==> config.mk <==
export PLATFORM = sky130hd
export DESIGN_NAME = ddr_rd_range_guard
export DESIGN_NICKNAME = d
export VERILOG_FILES = /design/src/rtl/ddr_guard_pkg.sv /design/src/rtl/ddr_ar_slice.sv /design/src/rtl/ddr_rd_range_guard.sv
export SDC_FILE = /design/constraint.sdc
export NUM_CORES = 1
export LEC_CHECK = 0
export ABC_AREA = 1
export BUFFER_PORTS_ARGS = -buffer_cell sky130_fd_sc_hd__buf_2
export CAP_MARGIN = 25
export CORE_AREA = 2 2 502 504
export DETAILED_ROUTE_END_ITERATION = 12
export DIE_AREA = 0 0 504 506
export PLACE_DENSITY = 0.3
export SYNTH_ARGS = -nofsm -noshare
export SYNTH_HDL_FRONTEND = slang
export SYNTH_SLANG_ARGS = --single-unit
==> constraint.sdc <==
create_clock -name clk -period 5.8 [get_ports clk]
set_input_delay 0.87 -clock clk [delete_from_list [all_inputs] [get_ports clk]]
set_output_delay 0.87 -clock clk [all_outputs]
set_load 0.02 [all_outputs]
==> src/rtl/ddr_guard_pkg.sv <==
// Shared types, response codes and the burst range check for the DDR read guard.
package ddr_guard_pkg;

   typedef enum logic [1:0] {
      PASS  = 2'd0,
      DRAIN = 2'd1,
      ERR   = 2'd2
   } guard_state_e;

   localparam logic [1:0] RESP_OKAY   = 2'b00;
   localparam logic [1:0] RESP_DECERR = 2'b11;

   // Last byte of the burst is computed one bit wider so a wrap past the top of the address space is caught.
   function automatic logic range_bad(
      input logic [63:0] addr,
      input logic [7:0]  len,
      input logic [2:0]  size,
      input logic [63:0] max_addr,
      input logic [2:0]  max_size
   );
      logic [64:0] bytes;
      logic [64:0] last;
      bytes = ({57'd0, len} + 65'd1) << size;
      last  = {1'b0, addr} + bytes - 65'd1;
      return last[64] || (last > {1'b0, max_addr}) || (size > max_size);
   endfunction

endpackage

==> src/rtl/ddr_ar_slice.sv <==
// One-deep registered valid/ready slice; holds its payload stable until taken downstream.
module ddr_ar_slice #(
   parameter int W = 8
) (
   input  logic         clk,
   input  logic         rst_n,
   input  logic         in_valid,
   output logic         in_ready,
   input  logic [W-1:0] in_data,
   output logic         out_valid,
   input  logic         out_ready,
   output logic [W-1:0] out_data
);

   logic         full;
   logic [W-1:0] data;

   assign in_ready  = !full || out_ready;
   assign out_valid = full;
   assign out_data  = data;

   always_ff @(posedge clk or negedge rst_n) begin
      if (!rst_n) begin
         full <= 1'b0;
         data <= '0;
      end else if (in_valid && in_ready) begin
         full <= 1'b1;
         data <= in_data;
      end else if (out_ready) begin
         full <= 1'b0;
      end
   end

endmodule

==> src/rtl/ddr_rd_range_guard.sv <==
// DDR read-channel guard: forwards in-range reads, answers out-of-range reads locally with DECERR.
// state | meaning
// PASS  | normal forwarding, AR accepted, R passes through
// DRAIN | bad AR taken, waiting for slice and outstanding reads to empty
// ERR   | emitting the DECERR burst for the rejected read
module ddr_rd_range_guard
   import ddr_guard_pkg::*;
#(
   parameter int          ID_W      = 16,
   parameter int          ADDR_W    = 64,
   parameter int          DATA_W    = 512,
   parameter logic [63:0] MAX_ADDR  = 64'h3_FFFF_FFFF,
   parameter int          MAX_OUTST = 32
) (
   input  logic                 clk,
   input  logic                 rst_n,
   input  logic [ID_W-1:0]      s_arid,
   input  logic [ADDR_W-1:0]    s_araddr,
   input  logic [7:0]           s_arlen,
   input  logic [2:0]           s_arsize,
   input  logic [1:0]           s_arburst,
   input  logic                 s_arvalid,
   output logic                 s_arready,
   output logic [ID_W-1:0]      s_rid,
   output logic [DATA_W-1:0]    s_rdata,
   output logic [1:0]           s_rresp,
   output logic                 s_rlast,
   output logic                 s_rvalid,
   input  logic                 s_rready,
   output logic [ID_W-1:0]      m_arid,
   output logic [ADDR_W-1:0]    m_araddr,
   output logic [7:0]           m_arlen,
   output logic [2:0]           m_arsize,
   output logic [1:0]           m_arburst,
   output logic                 m_arvalid,
   input  logic                 m_arready,
   input  logic [ID_W-1:0]      m_rid,
   input  logic [DATA_W-1:0]    m_rdata,
   input  logic [1:0]           m_rresp,
   input  logic                 m_rlast,
   input  logic                 m_rvalid,
   output logic                 m_rready,
   output logic [31:0]          err_cnt,
   output logic [$clog2(MAX_OUTST+1)-1:0] outst_cnt
);

   localparam int          OW        = $clog2(MAX_OUTST+1);
   localparam int          AR_W      = ID_W + ADDR_W + 8 + 3 + 2;
   localparam logic [2:0]  MAX_SIZE  = 3'($clog2(DATA_W/8));
   localparam logic [OW-1:0] OUTST_LIM = OW'(MAX_OUTST);

   guard_state_e    state, state_nxt;
   logic [ID_W-1:0] err_id;
   logic [7:0]      err_len;
   logic [7:0]      beat;
   logic            ar_bad, ar_hs, take_bad;
   logic            slice_in_ready, slice_full;
   logic            outst_inc, outst_dec;

   assign ar_bad   = range_bad(64'(s_araddr), s_arlen, s_arsize, MAX_ADDR, MAX_SIZE);
   assign ar_hs    = s_arvalid && s_arready;
   assign take_bad = (state == PASS) && ar_hs && ar_bad;

   ddr_ar_slice #(.W(AR_W)) u_ar_slice (
      .clk       (clk),
      .rst_n     (rst_n),
      .in_valid  (ar_hs && !ar_bad),
      .in_ready  (slice_in_ready),
      .in_data   ({s_arid, s_araddr, s_arlen, s_arsize, s_arburst}),
      .out_valid (slice_full),
      .out_ready (m_arready),
      .out_data  ({m_arid, m_araddr, m_arlen, m_arsize, m_arburst})
   );

   assign m_arvalid = slice_full;

   always_comb begin
      state_nxt = state;
      s_arready = 1'b0;
      m_rready  = s_rready;
      s_rvalid  = m_rvalid;
      s_rid     = m_rid;
      s_rdata   = m_rdata;
      s_rresp   = m_rresp;
      s_rlast   = m_rlast;
      case (state)
         PASS: begin
            s_arready = slice_in_ready && (outst_cnt < OUTST_LIM);
            if (s_arvalid && s_arready && ar_bad) state_nxt = DRAIN;
         end
         DRAIN: begin
            // Earlier forwarded data must fully return before the error burst.
            if (!slice_full && (outst_cnt == '0)) state_nxt = ERR;
         end
         ERR: begin
            m_rready = 1'b0;
            s_rvalid = 1'b1;
            s_rid    = err_id;
            s_rdata  = '0;
            s_rresp  = RESP_DECERR;
            s_rlast  = (beat == err_len);
            if (s_rready && s_rlast) state_nxt = PASS;
         end
         default: state_nxt = PASS;
      endcase
   end

   always_ff @(posedge clk or negedge rst_n) begin
      if (!rst_n) begin
         state   <= PASS;
         err_id  <= '0;
         err_len <= '0;
         beat    <= '0;
         err_cnt <= '0;
      end else begin
         state <= state_nxt;
         if (take_bad) begin
            err_id  <= s_arid;
            err_len <= s_arlen;
            beat    <= '0;
            if (err_cnt != 32'hFFFF_FFFF) err_cnt <= err_cnt + 32'd1;
         end else if ((state == ERR) && s_rready) begin
            beat <= beat + 8'd1;
         end
      end
   end

   assign outst_inc = m_arvalid && m_arready;
   assign outst_dec = m_rvalid && m_rready && m_rlast;

   always_ff @(posedge clk or negedge rst_n) begin
      if (!rst_n) begin
         outst_cnt <= '0;
      end else if (outst_inc && !outst_dec) begin
         outst_cnt <= outst_cnt + OW'(1);
      end else if (outst_dec && !outst_inc) begin
         outst_cnt <= outst_cnt - OW'(1);
      end
   end

endmodule

==> out/results.ini <==
[status]
status = complete, no violations

[synth]
synthSimpleGateAreaFrac_pct = 40.68
netlist_area_sq_mm = 0.01828
ys_ff_latch = 166
yosysSeqAreaShare_pct = 22.72
synth_edf_count = 0
synth_warnings = 0
synth-xor-area-share_pct = 2.539
synth_fa_ha_area_share_pct = 6.173
syn_inst = 3433
synth_top_area_share_pct = 22.72
synth-async-reset-ratio_pct = 100.0
synth-compound-area-share_pct = 5.106
synth_area_leaders = dfrtp_1 (23%), nand2_1 (21%), inv_1 (20%), nor2_1 (14%), ha_1 (6.0%)
yosys.area.top_type = dfrtp_1
synth_top_family_by_area = simple AND/OR/NAND/NOR gates
syn_avg_cell_area_sq_um = 5.325
synth.distinct_cells = 36
synth_nets = 4152
muxShareOfSynthArea_pct = 0.2190
ys_top_cells_by_count = nand2_1 (1003), inv_1 (954), nor2_1 (673)
synth_ff_type = dfrtp_1
yosysMostFrequentCell = nand2_1

[timing]
setup_violations = 0
hold_viol_final = 0
skew_ns = 0.01602
tightest_slew_ns = 1.463
fin_crit_sh_pct = 88.99
slew_viol_final = 0
rsz0062_at_grt = false
fmax_mhz = 193.7
period_needed_ns = 5.162
holdWs_ns = 0.3491
slew-limit-headroom_pct = 2.076

[cts]
cts_tree = yes
cts_buffers = 17
post_cts_resized = 0
hold_buffers = 0
htree_num_levels = 4
clk_latency_ns = 0.53
root_buffer = clkbuf_16
postCtsSetupBuffers = 0
path_clk_slew_ns = 0.07
cts_buffer_depth = 2
cts.sinks = 166

[die]
die_h_microns = 506
num_rows = 184
io_pins = 1296
fp.dieArea_sq_mm = 0.2550
start_util_pct = 7.312
design.core.area_sq_mm = 0.2500
fp.dieW_microns = 504

[worst_setup_path]
crit_path_top_delay_cell = xor2_1
worstPathRequired_ns = 6.23
worstSetupEndpointType = flop
reg2reg_slack_ns = 2.45
crit_arrival_ns = 5.59
r2r_start = state[0]$_DFFE_PN0P_
max_stage_delay_ns = 0.36
cp_common_cell = nand2_1
reg2reg_depth = 9
critPathKind = input port to flop
start_kind = input port
rr_endpoint = beat[6]$_DFFE_PN0P_
path_max_fanout = 35

[pwr]
power_leakage_nw = 19.42
powerDensity_mw_per_mm2 = 249.5
total_power_mw = 7.524
ir_worst_vdd_mv = 0.1443

[drt]
drt_iter0_markers = 1913
vias = 27450
wl_per_cell_microns = 35.47
vias_per_cell = 3.345
wl_microns = 291100
firstDrtPassIters = 5
remaining_drc_errors = 0
ant_nets = 0

[global_route]
grt_max_degree = 161
antenna_found_initial = 345
overflow = 0
grt_pass1_vias = 25720
grt_pass1_wl_microns = 348600
grt_usage_pct = 22.03

[placement]
numPortBuffers = 1295
gp_congestion = 1.040
placed_cells = 8054
hpwlAfterDp_microns = 272900

[layout]
stdcell_count = 8206
final_util_pct = 12.06
fin_nets = 5446
area_growth_pct = 64.97
drive_gt1_share_pct = 30.32
nFillCells = 30130

[hold_path]
hold_path_class = input port to asynchronous set/reset pin

[flow_run]
cap_violations = 0

worst max-delay path: cells and delay by family:
| family | cells | cell delay (ns) |
|---|---|---|
| multiplexers | 1 | 0.19 |
| AND/OR/NAND/NOR | 16 | 2.07 |
| XOR/XNOR | 1 | 0.36 |
| adder cells (fa/ha/maj) | 2 | 0.52 |
| AO/OA/AOI/OAI | 4 | 0.60 |
| buffers and inverters | 8 | 0.94 |
metrics by stage:
| stage | cell area [sq um] | setup TNS [ns] | setup slack [ns] |
|---|---|---|---|
| 6_report | 30160 | 0 | 0.6383 |
| 5_1_grt | 29880 | 0 | 0.03205 |
| 4_1_cts | 29830 | 0 | 0.3409 |
| 3_5_place_dp | 29240 | -17.77 | -0.2401 |
| 3_3_place_gp | 29200 | -17.64 | -0.2308 |
| 2_1_floorplan | 18280 | 0 | 1.287 |
logic make-up (layout without fill, tap and decap cells):
| group | count (synthesis) | count (layout) |
|---|---|---|
| AND/OR/NAND/NOR | 1879 | 1879 |
| buffers and inverters | 1061 | 2368 |
| AO/OA/AOI/OAI | 181 | 181 |
| flip-flops | 166 | 166 |
| adder cells (fa/ha/maj) | 89 | 89 |
| XOR/XNOR | 53 | 53 |
| multiplexers | 4 | 4 |
| other | 0 | 118 |
how the worst max path moves through the flow:
| stage | from | end | slack, ns | cells after the start |
|---|---|---|---|---|
| 6_report | s_arlen[2] | u_ar_slice.out_data[36]$_DFFE_PN0P_ | 0.64 | 32 |
| 5_1_grt | s_arlen[0] | u_ar_slice.out_data[33]$_DFFE_PN0P_ | 0.03 | 33 |
| 3_5_place_dp | s_arlen[2] | state[0]$_DFFE_PN0P_ | -0.24 | 32 |
| 4_1_cts | s_arlen[2] | err_cnt[24]$_DFFE_PN0P_ | 0.34 | 34 |
| 2_1_floorplan | s_arlen[2] | err_cnt[24]$_DFFE_PN0P_ | 1.29 | 34 |
| 3_3_place_gp | s_arlen[2] | err_cnt[24]$_DFFE_PN0P_ | -0.23 | 34 |
report_power, final:
part,switching (mW),internal (mW)
combinational,3.69,1.15
clock,0.654,0.611
sequential,0.124,1.29
total,4.47,3.05
state kept, by name, summed over array words and instances (netlist names):
signal,count
err_len,8
u_ar_slice.out_valid,1
u_ar_slice.out_data,93
state,2
beat,8
outst_cnt,6
err_id,16
err_cnt,32
layout make-up:
type                    instances  area, sq um  share of cell area (%)
diodes                        118        295.3                  0.9791
multi-input cells            2206        10030                   33.26
inverters                     963         3615                   11.99
repair buffers               1373         7282                   24.15
clock inverters                14        162.7                  0.5393
clock buffers                  18        429.2                   1.423
well taps                    3348         4189                   13.89
flip-flops and latches        166         4154                   13.77
layer usage:
metal / vias to the layer above / GRT usage (%) / wire length, microns
li1: 12550 / - / -
met1: 12760 / 34.39 / 155000
met2: 1612 / 30.97 / 113700
met3: 499 / 5.003 / 17640
met4: 34 / 1.977 / 4489
met5: - / 0 / 208
cell usage in the layout (no fill, tap or decap), types with 16 or more instances in the layout:
cell type  netlist  final
xor2_1          37     37
buf_2            5   1294
ha_1            87     87
xnor2_1         16     16
o21ai_1         25     27
dfrtp_1        166    166
nand4_1         18     18
nor3_1          27     26
diode_2          0    118
a21oi_1         54     54
nand2_1       1003   1003
nand3b_1        16     16
inv_1          954    954
nand3_1         99     98
o21ai_0         90     88
clkbuf_16        0     17
nor2_1         673    671
buf_4            4     58
Note: power is estimated with default switching activity, not from simulation.
